`src/rtl/cpu_types_pkg.sv`:
```
// Shared types for the memory-side arbiter: RAM handshake states, arbiter FSM
// states and the latched grant identity.
package cpu_types_pkg;

    localparam int ADDR_W = 32;
    localparam int DATA_W = 32;

    typedef logic [ADDR_W-1:0] addr_t;
    typedef logic [DATA_W-1:0] word_t;

    typedef enum logic [1:0] {
        FREE   = 2'd0,
        BUSY   = 2'd1,
        ACCESS = 2'd2,
        ERROR  = 2'd3
    } ramstate_t;

    typedef enum logic {
        IDLE  = 1'b0,
        GRANT = 1'b1
    } arb_state_t;

    typedef struct packed {
        logic core;
        logic is_data;
    } grant_t;

endpackage

```
`src/rtl/mem_arbiter_if.sv`:
```
// Bundle of the per-core cache memory ports and the single RAM port.
// master = caches plus RAM (the surroundings), slave = the arbiter itself.
interface mem_arbiter_if;
    import cpu_types_pkg::*;

    logic      [1:0] iREN;
    addr_t     [1:0] iaddr;
    logic      [1:0] iwait;
    word_t     [1:0] iload;

    logic      [1:0] dREN;
    logic      [1:0] dWEN;
    addr_t     [1:0] daddr;
    word_t     [1:0] dstore;
    logic      [1:0] dwait;
    word_t     [1:0] dload;

    logic            ramREN;
    logic            ramWEN;
    addr_t           ramaddr;
    word_t           ramstore;
    word_t           ramload;
    ramstate_t       ramstate;

    modport master (
        output iREN, iaddr, dREN, dWEN, daddr, dstore, ramload, ramstate,
        input  iwait, iload, dwait, dload, ramREN, ramWEN, ramaddr, ramstore
    );

    modport slave (
        input  iREN, iaddr, dREN, dWEN, daddr, dstore, ramload, ramstate,
        output iwait, iload, dwait, dload, ramREN, ramWEN, ramaddr, ramstore
    );

endinterface

```
`src/rtl/mem_arbiter_rr_select.sv`:
```
// Combinational winner picker: round-robin between cores, fixed
// data/instruction priority inside the chosen core.
module rr_select
    import cpu_types_pkg::*;
#(
    parameter bit DATA_FIRST = 1'b1
) (
    input  logic [1:0] ireq,
    input  logic [1:0] dreq,
    input  logic       rr_core,
    output logic       valid,
    output grant_t     grant
);

    logic [1:0] core_req;
    logic       sel_core;

    assign core_req = ireq | dreq;

    // The favoured core keeps its turn only if it actually has something pending.
    always_comb begin
        sel_core = core_req[rr_core] ? rr_core : ~rr_core;
        valid    = |core_req;
        grant.core = sel_core;
        if (DATA_FIRST) begin
            grant.is_data = dreq[sel_core];
        end else begin
            grant.is_data = ~ireq[sel_core];
        end
    end

endmodule

```
`src/rtl/mem_arbiter.sv`:
```
// Shares one RAM port between the icache and dcache of two cores; one access
// at a time, held until RAM reports ACCESS or the requester withdraws.
module mem_arbiter
    import cpu_types_pkg::*;
#(
    parameter bit DATA_FIRST = 1'b1
) (
    input logic          CLK,
    input logic          RST,
    mem_arbiter_if.slave bus
);

    arb_state_t state;
    arb_state_t next_state;
    grant_t     grant;
    grant_t     sel_grant;
    logic       sel_valid;
    logic       rr_core;
    logic [1:0] dreq;
    logic       granted_active;
    logic       complete;

    logic       ram_ren;
    logic       ram_wen;
    addr_t      ram_addr;
    word_t      ram_store;
    logic [1:0] i_wait;
    logic [1:0] d_wait;
    word_t [1:0] i_load;
    word_t [1:0] d_load;

    // A dcache request is either a read or a write; both together count as a write.
    assign dreq = bus.dREN | bus.dWEN;

    rr_select #(
        .DATA_FIRST(DATA_FIRST)
    ) u_rr_select (
        .ireq    (bus.iREN),
        .dreq    (dreq),
        .rr_core (rr_core),
        .valid   (sel_valid),
        .grant   (sel_grant)
    );

    assign granted_active = grant.is_data ? dreq[grant.core] : bus.iREN[grant.core];
    assign complete       = (state == GRANT) && granted_active && (bus.ramstate == ACCESS);

    // Only the grant identity is registered; the turn passes to the other core
    // solely on a real completion, so an aborted access keeps the same turn.
    always_ff @(posedge CLK) begin
        if (RST) begin
            state   <= IDLE;
            grant   <= '0;
            rr_core <= 1'b0;
        end else begin
            state <= next_state;
            if ((state == IDLE) && sel_valid) begin
                grant <= sel_grant;
            end
            if (complete) begin
                rr_core <= ~grant.core;
            end
        end
    end

    always_comb begin
        next_state = state;
        case (state)
            IDLE: begin
                if (sel_valid) begin
                    next_state = GRANT;
                end
            end
            GRANT: begin
                if (!granted_active || complete) begin
                    next_state = IDLE;
                end
            end
        endcase
    end

    // Address and data are passed straight through from the granted requester.
    always_comb begin
        ram_ren   = 1'b0;
        ram_wen   = 1'b0;
        ram_addr  = '0;
        ram_store = '0;
        i_wait    = 2'b11;
        d_wait    = 2'b11;
        i_load    = '0;
        d_load    = '0;
        if ((state == GRANT) && granted_active) begin
            if (grant.is_data) begin
                ram_wen   = bus.dWEN[grant.core];
                ram_ren   = ~bus.dWEN[grant.core];
                ram_addr  = bus.daddr[grant.core];
                ram_store = bus.dstore[grant.core];
            end else begin
                ram_ren  = 1'b1;
                ram_addr = bus.iaddr[grant.core];
            end
            if (bus.ramstate == ACCESS) begin
                if (grant.is_data) begin
                    d_wait[grant.core] = 1'b0;
                    if (!bus.dWEN[grant.core]) begin
                        d_load[grant.core] = bus.ramload;
                    end
                end else begin
                    i_wait[grant.core] = 1'b0;
                    i_load[grant.core] = bus.ramload;
                end
            end
        end
    end

    assign bus.ramREN   = ram_ren;
    assign bus.ramWEN   = ram_wen;
    assign bus.ramaddr  = ram_addr;
    assign bus.ramstore = ram_store;
    assign bus.iwait    = i_wait;
    assign bus.dwait    = d_wait;
    assign bus.iload    = i_load;
    assign bus.dload    = d_load;

endmodule

```
`src/flat_wrapper.sv`:
```
// flat-port wrapper written by rule: the top's interface ports become plain ports
module mem_arbiter_flat import cpu_types_pkg::*;
#(
    parameter bit DATA_FIRST = 1'b1
)
  (CLK, RST, bus_iREN, bus_iaddr, bus_dREN, bus_dWEN, bus_daddr, bus_dstore, bus_ramload, bus_ramstate, bus_iwait, bus_iload, bus_dwait, bus_dload, bus_ramREN, bus_ramWEN, bus_ramaddr, bus_ramstore);
  mem_arbiter_if bus_i ();
  input logic CLK;
  input logic RST;
  input wire logic [$bits(bus_i.iREN)-1:0] bus_iREN;
  input wire logic [$bits(bus_i.iaddr)-1:0] bus_iaddr;
  input wire logic [$bits(bus_i.dREN)-1:0] bus_dREN;
  input wire logic [$bits(bus_i.dWEN)-1:0] bus_dWEN;
  input wire logic [$bits(bus_i.daddr)-1:0] bus_daddr;
  input wire logic [$bits(bus_i.dstore)-1:0] bus_dstore;
  input wire logic [$bits(bus_i.ramload)-1:0] bus_ramload;
  input wire logic [$bits(bus_i.ramstate)-1:0] bus_ramstate;
  output wire logic [$bits(bus_i.iwait)-1:0] bus_iwait;
  output wire logic [$bits(bus_i.iload)-1:0] bus_iload;
  output wire logic [$bits(bus_i.dwait)-1:0] bus_dwait;
  output wire logic [$bits(bus_i.dload)-1:0] bus_dload;
  output wire logic [$bits(bus_i.ramREN)-1:0] bus_ramREN;
  output wire logic [$bits(bus_i.ramWEN)-1:0] bus_ramWEN;
  output wire logic [$bits(bus_i.ramaddr)-1:0] bus_ramaddr;
  output wire logic [$bits(bus_i.ramstore)-1:0] bus_ramstore;
  assign bus_i.iREN = bus_iREN;
  assign bus_i.iaddr = bus_iaddr;
  assign bus_i.dREN = bus_dREN;
  assign bus_i.dWEN = bus_dWEN;
  assign bus_i.daddr = bus_daddr;
  assign bus_i.dstore = bus_dstore;
  assign bus_i.ramload = bus_ramload;
  assign bus_i.ramstate = bus_ramstate;
  assign bus_iwait = bus_i.iwait;
  assign bus_iload = bus_i.iload;
  assign bus_dwait = bus_i.dwait;
  assign bus_dload = bus_i.dload;
  assign bus_ramREN = bus_i.ramREN;
  assign bus_ramWEN = bus_i.ramWEN;
  assign bus_ramaddr = bus_i.ramaddr;
  assign bus_ramstore = bus_i.ramstore;
  mem_arbiter #(.DATA_FIRST(DATA_FIRST)) u_core (.CLK(CLK), .RST(RST), .bus(bus_i));
endmodule
```
`config.mk`:
```
export PLATFORM = sky130hd
export DESIGN_NAME = mem_arbiter_flat
export DESIGN_NICKNAME = d
export VERILOG_FILES = /design/src/rtl/cpu_types_pkg.sv /design/src/rtl/mem_arbiter_if.sv /design/src/rtl/mem_arbiter_rr_select.sv /design/src/rtl/mem_arbiter.sv /design/src/flat_wrapper.sv
export SDC_FILE = /design/constraint.sdc
export NUM_CORES = 1
export LEC_CHECK = 0
export ABC_AREA = 0
export CORE_AREA = 8 8 162 164
export DETAILED_ROUTE_END_ITERATION = 8
export DIE_AREA = 0 0 170 172
export DONT_BUFFER_PORTS = 1
export HOLD_SLACK_MARGIN = 0.15
export SYNTH_ARGS = -nofsm -noshare
export SYNTH_HDL_FRONTEND = slang
export SYNTH_SLANG_ARGS = --single-unit
```
`constraint.sdc`:
```
create_clock -name CLK -period 3.15 [get_ports CLK]
set_input_delay 0.63 -clock CLK [delete_from_list [all_inputs] [get_ports CLK]]
set_output_delay 0.63 -clock CLK [all_outputs]
set_load 0.02 [all_outputs]
```
==> out/metrics.cfg, run 1 <==
[logic_synthesis]
syn-instance-count = 345
async_reset_ff_share_pct = 0
synth_ff_type = dfxtp_1
ys.warnings.count = 0
synth.yosys.seq_area_share_pct = 2.83
synth.ff_latch_count = 4
syn_nets = 579
ys_types = 37
syn_avg_cell_area_sq_um = 8.20
synth-edff-count = 0
netlist_area_sq_um = 2830

[cts]
cts_root_buffer = clkbuf_16
numCtsBuffers = 3
htree_levels = 1
path_clk_slew_ns = 0.03
cts_num_sinks = 4
clk_path_buf_depth = 2
cts_tree = done
postCtsSetupBuffers = 0
clk-insertion-delay-late_ns = 0.23

[setup_path]
slowest_delay_ns = 0.53
cp_cell_sequence = buf_4 -> buf_6 -> mux2i_1 -> nor2_1 -> buf_4
required_ns = 2.52
crit_family = buffers and inverters
path_max_fanout = 32
crit_slowest_cell = dfxtp_4
start_kind = flip-flop
arrival_ns = 2.19
crit_type = reg2out
endpoint_kind = output port
worst-path-buf-inv = 3
crit_top_cell = buf_4

[drt]
avgRoutedWirePerCell_um = 22.3
viasPerCell = 4.13
drt-initial-drc-count = 225
drt_wl_total_um = 15900
drt_pass1_iterations = 4
ant_nets = 0
via_count = 2944
drc_errors = 0

[power_and_ir_drop]
pwr-share-clk_pct = 26.0
p_total_uw = 783
peakVddDrop_uv = 178
power.density_nw_per_um2 = 215
p_seq_share_pct = 9.7
combPwrFrac_pct = 64.3
swShare_pct = 41.3
p_int_uw = 460
leakagePower_nw = 1.41
p_sw_uw = 323

[sta]
clock.fmax_mhz = 354
slew_headroom_pct = 59.3
timing.final.max_slew_violations = 0
period_needed_ns = 2.82
setup_viol = 0
fin_worst_skew_ns = 0.00594
rsz0062_at_grt = no
finalCritPeriodShare_pct = 89.7
timing.setup.tns_ns = 0
final_hold_viol_count = 0
max_slew.worst_pin.slew_ns = 0.611

[floorplan]
ios = 432
start_util_pct = 11.9
rows = 57
core_area_sq_um = 23800
die-height_um = 172
die_area_sq_um = 29200
die_w_um = 170

[global_route]
grt_max_degree = 35
grt_pass1_wl_um = 20900
track_usage_pct = 9.46
overflow = 0
antenna_found_initial = 2
first_global_vias = 3093

[cells_and_area]
fill_cells = 2761
area_growth_pct = 29.0
multi_input_area_sq_um = 2510
layout.nets = 623
regArea_sq_um = 85.1
layout-drive-gt1-share_pct = 34.5

[min_path]
hold_class = in2reg

[placement]
hpwl_um = 14100
place_congestion = 0.773
io_buffers = 0

[status]
status = completed

[job]
drv_cap = 0

stage by stage:
stage	setup slack [ns]	utilization [%]	hold slack, ns	cell area (sq um)	cells
5_1_grt	0.131	15.3	0.460	3650	713
3_3_place_gp	0.401	15.0	0.593	3560	708
2_1_floorplan	0.887	-	0.542	2830	345
4_1_cts	0.120	15.3	0.462	3640	712
3_5_place_dp	0.357	15.0	0.593	3560	708
6_report	0.325	15.3	0.466	3650	713
worst reg2reg max path: stages (launching register included):
cell	delay [ns]
dfxtp_4	0.53
mux2i_1	0.41
a21bo_2	0.22
o21bai_4	0.13
o41ai_2	0.07
worst paths after layout:
check	start	to	cells past startpoint	slack (ns)
setup reg to reg	u_core.grant[1]	u_core.rr_core	4	1.66
setup / recovery	u_core.grant[1]	bus_ramstore[25]	5	0.33
hold reg to reg	u_core.rr_core	u_core.grant[1]	2	0.59
hold / removal	RST	u_core.grant[1]	1	0.47
cell type report:
type	count	area share [%]
antenna	1	0.0686
clock buffer	4	2.16
inverter	3	0.309
multi-input combinational	303	68.7
sequential	4	2.33
tap	324	11.1
timing repair buffer	74	15.3
sequential cells by signal, indices dropped and copies added (netlist names):
signal,cells
u_core.grant,2
u_core.rr_core,1
u_core.state,1
synth_stat cells, drive strengths merged (2+ instances only):
cell	instances	area, sq um
inv	3	11.3
nand2b	2	12.5
mux4	32	721
buf	23	188
nand2	3	11.3
nor2b	33	206
and2	97	623
nor3	4	20.0
nor4	2	12.5
a21oi	5	28.8
clkbuf	12	48.8
o21ai	4	20.0
dfxtp	4	80.1
and3	33	214
nor2	40	158
mux2i	34	340
nand3	3	15.0
routing by layer:
metal	track usage (%)	wire length [um]	vias to the layer above
li1	-	-	1291
met1	9.64	5450	1362
met2	16.9	7980	275
met3	4.59	2170	14
met4	2.86	277	2
met5	0	13	-
cell usage in the layout (no fill, tap or decap), types with 4 or more instances in the layout:
| cell | netlist | final |
|---|---|---|
| nor2b_1 | 33 | 33 |
| nor3_1 | 4 | 4 |
| mux2i_1 | 34 | 34 |
| buf_4 | 0 | 73 |
| mux4_2 | 32 | 32 |
| a21oi_1 | 4 | 4 |
| and2_2 | 13 | 13 |
| and2_1 | 84 | 84 |
| and3_1 | 30 | 30 |
| nor2_1 | 39 | 39 |
power by group through the flow:
stage / logic, mW / registers [mW] / clock network [mW]
2_1_floorplan: 0.383 / 0.0594 / 0
3_3_place_gp: 0.503 / 0.0769 / 0
3_5_place_dp: 0.507 / 0.0774 / 0
4_1_cts: 0.508 / 0.0763 / 0.207
5_1_grt: 0.540 / 0.0782 / 0.214
6_report: 0.504 / 0.0761 / 0.203
cell families after synthesis:
logic type / count (synthesis) / synth area share (%)
compound gates: 14 / 3.94
simple gates: 223 / 47.0
buf+inv: 38 / 8.76
mux: 66 / 37.5
flops: 4 / 2.83
repair_timing:
item                                    4_1_cts  5_1_grt
hold buffers                                  0        0
endpoints found under the hold margin         0        0
gates resized for setup                       0        1
endpoints found under the setup margin        0        4
Power figures use the tool's default switching activity.
==> run 2: changes to the inputs <==
Settings changed: CORE_AREA 8 8 162 164 to 2 2 170 172, DIE_AREA 0 0 170 172 to 0 0 172 174.
==> run 2 against run 1 <==
Clock power hardly changed. Cell area is 2.2% lower. Non-clock buffer count is 24 lower. Worst setup slack better by 0.16 ns. Die area is 2.4% higher. Critical path depth is 1 lower. Sequential power is 9.5% lower. Clock-buffer cell count stayed put. Critical path type unchanged. Critical endpoint is now bus_dload[4]. Largest cell class unchanged.
==> out/metrics.cfg, run 2 (synthesis results as in run 1) <==
[sta]
slew_headroom_pct = 58.4
setup_viol = 0
clock.fmax_mhz = 376
timing.final.max_slew_violations = 0
rsz0062_at_grt = no
max_slew.worst_pin.slew_ns = 0.624
finalCritPeriodShare_pct = 84.5
fin_worst_skew_ns = 0.00261
period_needed_ns = 2.66
final_hold_viol_count = 0
timing.setup.tns_ns = 0

[power_and_ir_drop]
p_seq_share_pct = 9.2
pwr-share-clk_pct = 27.2
leakagePower_nw = 1.29
swShare_pct = 43.0
power.density_nw_per_um2 = 211
combPwrFrac_pct = 63.6
peakVddDrop_uv = 133
p_int_uw = 428
p_sw_uw = 323

[job]
drv_cap = 0

[cts]
cts_hold_buf = 0
cts_root_buffer = clkbuf_16
cts_tree = done
ctsResizeCount = 0
cts_num_sinks = 4
clk_path_buf_depth = 2
postCtsSetupBuffers = 0
htree_levels = 1
clk-insertion-delay-late_ns = 0.23
numCtsBuffers = 3
path_clk_slew_ns = 0.03

[floorplan]
core_area_sq_um = 28200
start_util_pct = 10.0
die_w_um = 172
rows = 62
ios = 432
die-height_um = 174
die_area_sq_um = 29900

[placement]
io_buffers = 0
dpl_cell_area_sq_um = 3480
dp_cells = 744
hpwl_um = 11900
place_congestion = 0.786

[drt]
viasPerCell = 3.82
drt-initial-drc-count = 159
drt_wl_total_um = 14100
ant_nets = 0
drt_pass1_iterations = 4
avgRoutedWirePerCell_um = 18.8
drc_errors = 0
via_count = 2866

[cells_and_area]
fin_cells = 750
mostFrequentLayoutCell = and2_1
finish.instance_area_sq_um = 3570
final_cell_mix = and2_1, buf_4, nor2_1
area_growth_pct = 26.1
layout.nets = 599
fill_cells = 3282
largest_reg_flops = 2
layout-drive-gt1-share_pct = 30.2
largestRegisters = u_core.grant x2, u_core.rr_core x1, u_core.state x1
top_register = u_core.grant

[setup_path]
endpoint_kind = output port
start_kind = flip-flop
path_max_fanout = 32
crit_type = reg2out
arrival_ns = 2.03
reg2reg_depth = 5
required_ns = 2.52

[global_route]
grt_pass1_wl_um = 17500
antenna_found_initial = 3
first_global_vias = 2664
overflow = 0
grt_max_degree = 43
track_usage_pct = 8.18

[min_path]
hold_class = in2reg
hold_depth = 1

[status]
status = completed

-- run 2: changes by cell type in the layout (fill, tap and decap cells not counted), sizes merged --
cell,previous run,this run
diode,1,2
buf,74,50
-- run 2: worst paths after layout --
kind | start | to | slack, ns
setup / recovery | u_core.grant[1] | bus_dload[4] | 0.49
hold / removal | RST | u_core.grant[1] | 0.47
hold reg to reg | u_core.grant[0] | u_core.grant[0] | 0.58
setup reg to reg | u_core.grant[1] | u_core.rr_core | 1.52
-- run 2: critical path: stages, from the launching register on --
cell and delay, ns:
dfxtp_4 0.36, buf_4 0.27, nor2_4 0.15, and4bb_2 0.65, and2_1 0.34
-- run 2: power by group through the flow --
stage	clock, mW	sequential (mW)	combinational [mW]
2_1_floorplan	0	0.0594	0.383
3_3_place_gp	0	0.0690	0.483
6_report	0.205	0.0689	0.478
3_5_place_dp	0	0.0693	0.486
5_1_grt	0.213	0.0704	0.521
4_1_cts	0.207	0.0689	0.488
-- run 2: cell type report --
| type | instances | area (sq um) | share of cell area, % |
|---|---|---|---|
| antenna | 2 | 5.00 | 0.140 |
| clock buffer | 4 | 78.8 | 2.21 |
| inverter | 3 | 11.3 | 0.316 |
| multi-input combinational | 303 | 2510 | 70.3 |
| sequential | 4 | 85.1 | 2.38 |
| tap | 384 | 480 | 13.5 |
| timing repair buffer | 50 | 400 | 11.2 |
-- run 2: per-stage QoR --
stage,setup slack (ns),util [%],total power [mW],hold slack [ns]
floorplan,0.887,-,0.443,0.542
global placement,0.567,12.3,0.552,0.572
detailed placement,0.525,12.3,0.555,0.578
CTS,0.489,12.6,0.764,0.462
global route,0.359,12.6,0.805,0.462
finish,0.489,12.6,0.752,0.466
-- run 2: layer usage --
| metal | up-vias | track usage [%] | part of all wire, % | routed length [um] |
|---|---|---|---|---|
| met1 | 1346 | 8.31 | 35 | 4940 |
| li1 | 1244 | - | - | - |
| met4 | 2 | 3.54 | 2.9 | 414 |
| met5 | - | 0 | 0.092 | 13 |
| met2 | 256 | 14.7 | 48 | 6820 |
| met3 | 18 | 3.23 | 14 | 1920 |
==> patch 1: new RTL, settings of run 1 <==
`DATA_FIRST` is set to 1'b1 in 3 places; all go to 1'b0.
--- a/src/rtl/mem_arbiter_rr_select.sv
+++ b/src/rtl/mem_arbiter_rr_select.sv
@@ -5,3 +5,3 @@
 #(
-    parameter bit DATA_FIRST = 1'b1
+    parameter bit DATA_FIRST = 1'b0
 ) (
--- a/src/rtl/mem_arbiter.sv
+++ b/src/rtl/mem_arbiter.sv
@@ -5,3 +5,3 @@
 #(
-    parameter bit DATA_FIRST = 1'b1
+    parameter bit DATA_FIRST = 1'b0
 ) (
--- a/src/flat_wrapper.sv
+++ b/src/flat_wrapper.sv
@@ -3,3 +3,3 @@
 #(
-    parameter bit DATA_FIRST = 1'b1
+    parameter bit DATA_FIRST = 1'b0
 )
Behaviour: not the same (a bounded check fails within 4 cycles, from zero or initial values and one cycle with RST high).
==> patch 1 against run 1 <==
- largest power group unchanged
- fmax down 1.7%
- hold slack worse by 0.0026 ns
- cell count up 16%
- routed wire length up 18%
- sequential cell count unchanged
- power up 10%
- synthesized area up 4.5%
- final area up 20%
- critical path depth down 1
- critical endpoint is now bus_iload[59]
- worst setup slack worse by 0.050 ns
==> patch 1: results (changes against run 1) <==
num_vias: 3648  # +24%
p_leak_nw: 1.644  # +16%
worstPathArrival_ns: 2.24  # +0.05 ns
routed_wl_um: 18720  # +18%
vdd_ir_drop_max_uv: 107.7  # -39%
drive_above_1_share_pct: 41.20  # +6.7 points
fin_nets: 735  # +18%
critPathMaxFanout: 27  # -16%
seq_area_frac_synth_pct: 2.708  # -0.12 points
dpl.hpwl_um: 15630  # +11%
synth-compound-area-share_pct: 4.613  # +0.68 points
worst_clock_skew_ns: 0.003749  # -0.002195 ns
post_cts_buffers: 0  # unchanged
nFillCells: 2725  # -1.3%
yosys-top-cells-count: "nor3_1, inv_1, nor2_1"
synth.distinct_cells: 35  # -5.4%
avgSynthCellArea_um2: 7.581  # -7.5%
cts_resized: 0  # unchanged
root_buffer: "clkbuf_16"
synth_fa_ha_area_share_pct: 0  # unchanged
yosysWarnings: 0  # unchanged
insertion_delay_ns: 0.22
outcome: "complete, no violations"
first_global_vias: 3714  # +20%
top_regs: "u_core.grant (2), u_core.rr_core (1), u_core.state (1)"
drt_iter0_markers: 178  # -21%
avgRoutedWirePerCell_um: 22.60  # +1.4%
placed_cells: 820  # +16%
place_congestion: 0.7619  # -1.4%
synthesis.nets: 624  # +7.8%
synthMuxAreaShare_pct: 36.27  # -1.2 points
track_usage_pct: 10.95  # +1.5 points
dr.pass1.iters: 5  # +1
worst_pin_slew_ns: 0.6797  # +0.06909 ns
antenna_found_initial: 5  # +3
htree_levels: 1  # unchanged
max_stage_delay_ns: 0.62  # +0.09 ns
netlist_top_cells_area: "mux4_2, mux2i_1, nor3_1"
grt_max_degree: 97  # +180%
placed_area_um2: 4273  # +20%
grt_pass1_wl_um: 24770  # +19%
-- patch 1: final cells by class --
| type | instances | area, µm² | share of cell area [%] |
|---|---|---|---|
| inverter | 38 | 142.6 | 3.270 |
| antenna | 4 | 10.01 | 0.2295 |
| timing repair buffer | 155 | 1189 | 27.25 |
| tap | 324 | 405.4 | 9.294 |
| multi-input combinational | 299 | 2451 | 56.20 |
| clock buffer | 4 | 78.83 | 1.807 |
| sequential | 4 | 85.08 | 1.951 |
-- patch 1: report_power, final --
part           total, mW  switching (mW)  leakage [nW]  internal, mW
Sequential        0.0773          0.0212        0.0340        0.0561
Combinational      0.584           0.350          1.57         0.234
Clock              0.203          0.0357        0.0382         0.167
-- patch 1: critical path, delay by kind of cell (launching register included) --
kind | cells | cell delay [ns]
buffers and inverters | 2 | 0.58
and+or+nand+nor | 2 | 0.81
DFF | 1 | 0.62
-- patch 1: per-layer routing --
metal	GRT usage, %	wire length (µm)	vias up
li1	-	-	1629
met1	12.68	6961	1716
met2	19.41	9387	291
met3	3.836	2213	10
met4	1.907	140	2
met5	0	13	-
-- patch 1: worst paths after layout --
path | from | end | slack, ns | depth (start not counted)
min reg2reg | u_core.rr_core | u_core.rr_core | 0.60 | 2
max | u_core.grant[1] | bus_iload[59] | 0.28 | 4
max reg2reg | u_core.grant[1] | u_core.rr_core | 1.26 | 4
min | RST | u_core.grant[1] | 0.46 | 1
-- patch 1: stage by stage --
step / util, % / setup slack (ns) / total power [mW] / hold WS, ns
final: 18.31 / 0.2752 / 0.8644 / 0.4633
after global routing: 18.31 / 0.06522 / 0.9135 / 0.4628
after CTS: 18.27 / 0.2707 / 0.8747 / 0.4600
after floorplan: - / 0.6020 / 0.4980 / 0.5320
after detailed placement: 17.94 / 0.5105 / 0.6619 / 0.6033
after global placement: 17.94 / 0.5784 / 0.6640 / 0.5861
-- patch 1: logic make-up after synthesis --
family / after synthesis
and+or+nand+nor: 216
muxes: 67
buffers and inverters: 87
DFF: 4
AOI/OAI and AO/OA: 16
==> patch 2: new RTL, settings of run 1 <==
Without the edit above. Make the reset (`RST`) asynchronous in one clocked block.
--- a/src/rtl/mem_arbiter.sv
+++ b/src/rtl/mem_arbiter.sv
@@ -49,3 +49,3 @@
     // solely on a real completion, so an aborted access keeps the same turn.
-    always_ff @(posedge CLK) begin
+    always_ff @(posedge CLK or posedge RST) begin
         if (RST) begin
Formal check against the unedited RTL: differs if RST is asserted again (counterexample within 4 cycles, from zero or initial values and one cycle with RST high); with RST held inactive, the same outputs for 4 cycles.
==> patch 2 against run 1 <==
- fmax up 3.8%
- worst setup slack improved by 0.10 ns
- sequential cell count stayed put
- routed wire length fell by 1.8%
- via count is 6.4% higher
- die area unchanged
- synthesized area shrank 4.3%
- final area rose by 5.4%
- highest routed layer unchanged
Power is left out: it rests on default switching activity, and per cell area and clock period it moved more than threefold.
==> patch 2: results (changes against run 1) <==
fin_nets: 647  # +3.9%
htree_levels: 1  # unchanged
grt_pass1_wl_um: 20480  # -2.0%
critPathMaxFanout: 67  # +110%
root_buffer: "clkbuf_16"
place_congestion: 0.7552  # -2.3%
synth-async-reset-ratio_pct: 100.0  # +100 points
worstPathArrival_ns: 2.09  # -0.10 ns
critPathTopFamily: "flip-flops"
port-buffer-count: 0  # unchanged
vias_per_cell: 4.255  # +3.1%
synthesis.nets: 571  # -1.4%
slowest_stage: "dfrtp_2"
seq_area_frac_synth_pct: 3.697  # +0.87 points
yosysWarnings: 0  # unchanged
hp-class: "in -> async"
synth_top_flop_cell: "dfrtp_1"
drt_iter0_markers: 148  # -34%
insertion_delay_ns: 0.22
dpl.hpwl_um: 13710  # -2.5%
yosys.area.top_type: "mux4_2"
antenna_found_initial: 3  # +1
yosys-top-cells-count: "and2_1, nor3b_1, nor2_1"
synth.distinct_cells: 32  # -14%
netlist_top_cells_area: "mux4_2, and2_1, nor3b_1"
max_stage_delay_ns: 0.60  # +0.07 ns
slew_headroom_pct: 68.60  # +9.3 points
rr_worst_depth: 5  # +1
cts-buffers-inserted: 3  # unchanged
worst_clock_skew_ns: 0.00002101  # -0.005922 ns
clk_path_buf_depth: 2  # unchanged
post_cts_buffers: 0  # unchanged
avgRoutedWirePerCell_um: 21.22  # -4.8%
first_global_vias: 3209  # +3.8%
track_usage_pct: 9.024  # -0.43 points
top_regs: "u_core.grant (2), u_core.rr_core (1), u_core.state (1)"
drive_above_1_share_pct: 37.96  # +3.4 points
clkSlewWorstSetupHoldPaths_ns: 0.03  # about the same
grt_max_degree: 68  # +94%
dr.pass1.iters: 5  # +1
outcome: "complete, no violations"
## patch 2: changes by cell type after synthesis, moves of 13 or more
cell,run 1,this run
nor3b_1,0,40
mux2i_1,34,1
a22oi_1,0,32
and3_1,30,0
and2_2,13,0
## patch 2: final timing paths
check                                start         endpoint  slack (ns)
max in group asynchronous              RST  u_core.grant[0]        2.81
max reg2reg                u_core.grant[1]     u_core.state        1.36
max                        u_core.grant[1]   bus_ramaddr[2]        0.43
min in group CLK            u_core.rr_core   u_core.rr_core        0.58
min                                    RST   u_core.rr_core        0.18
min reg2reg                 u_core.rr_core   u_core.rr_core        0.58
## patch 2: stage by stage
step           instance area (µm²)  std cells  setup slack [ns]  utilization [%]
6_report                      3847        736            0.4285            16.15
4_1_cts                       3845        735            0.4043            16.14
2_1_floorplan                 2708        337            0.5056                -
5_1_grt                       3847        736            0.2104            16.15
3_5_place_dp                  3770        732            0.4467            15.83
3_3_place_gp                  3770        732            0.4537            15.83
## patch 2: routing by layer
layer / vias up / GRT usage, % / share of wire [%]
met5: - / 0 / 0.17
met1: 1473 / 8.979 / 31
li1: 1355 / - / -
met3: 18 / 3.767 / 14
met4: 4 / 1.983 / 1.7
met2: 282 / 17.23 / 52
## patch 2: kinds of logic after synthesis
kind of cell    Yosys count  share of synthesized area (%)
flops                     4                          3.697
buf+inv                  45                          9.057
compound gates           42                          11.83
mux                      35                          27.96
simple gates            211                          47.46
## patch 2: cell type report
cell class,instances,area [µm²]
Clock buffer,3,75.07
Inverter,6,22.52
Multi-Input combinational cell,288,2376
Timing Repair Buffer,110,863.3
Sequential cell,4,102.6
Tap cell,324,405.4
Fill cell,2688,19970
Antenna cell,1,2.502
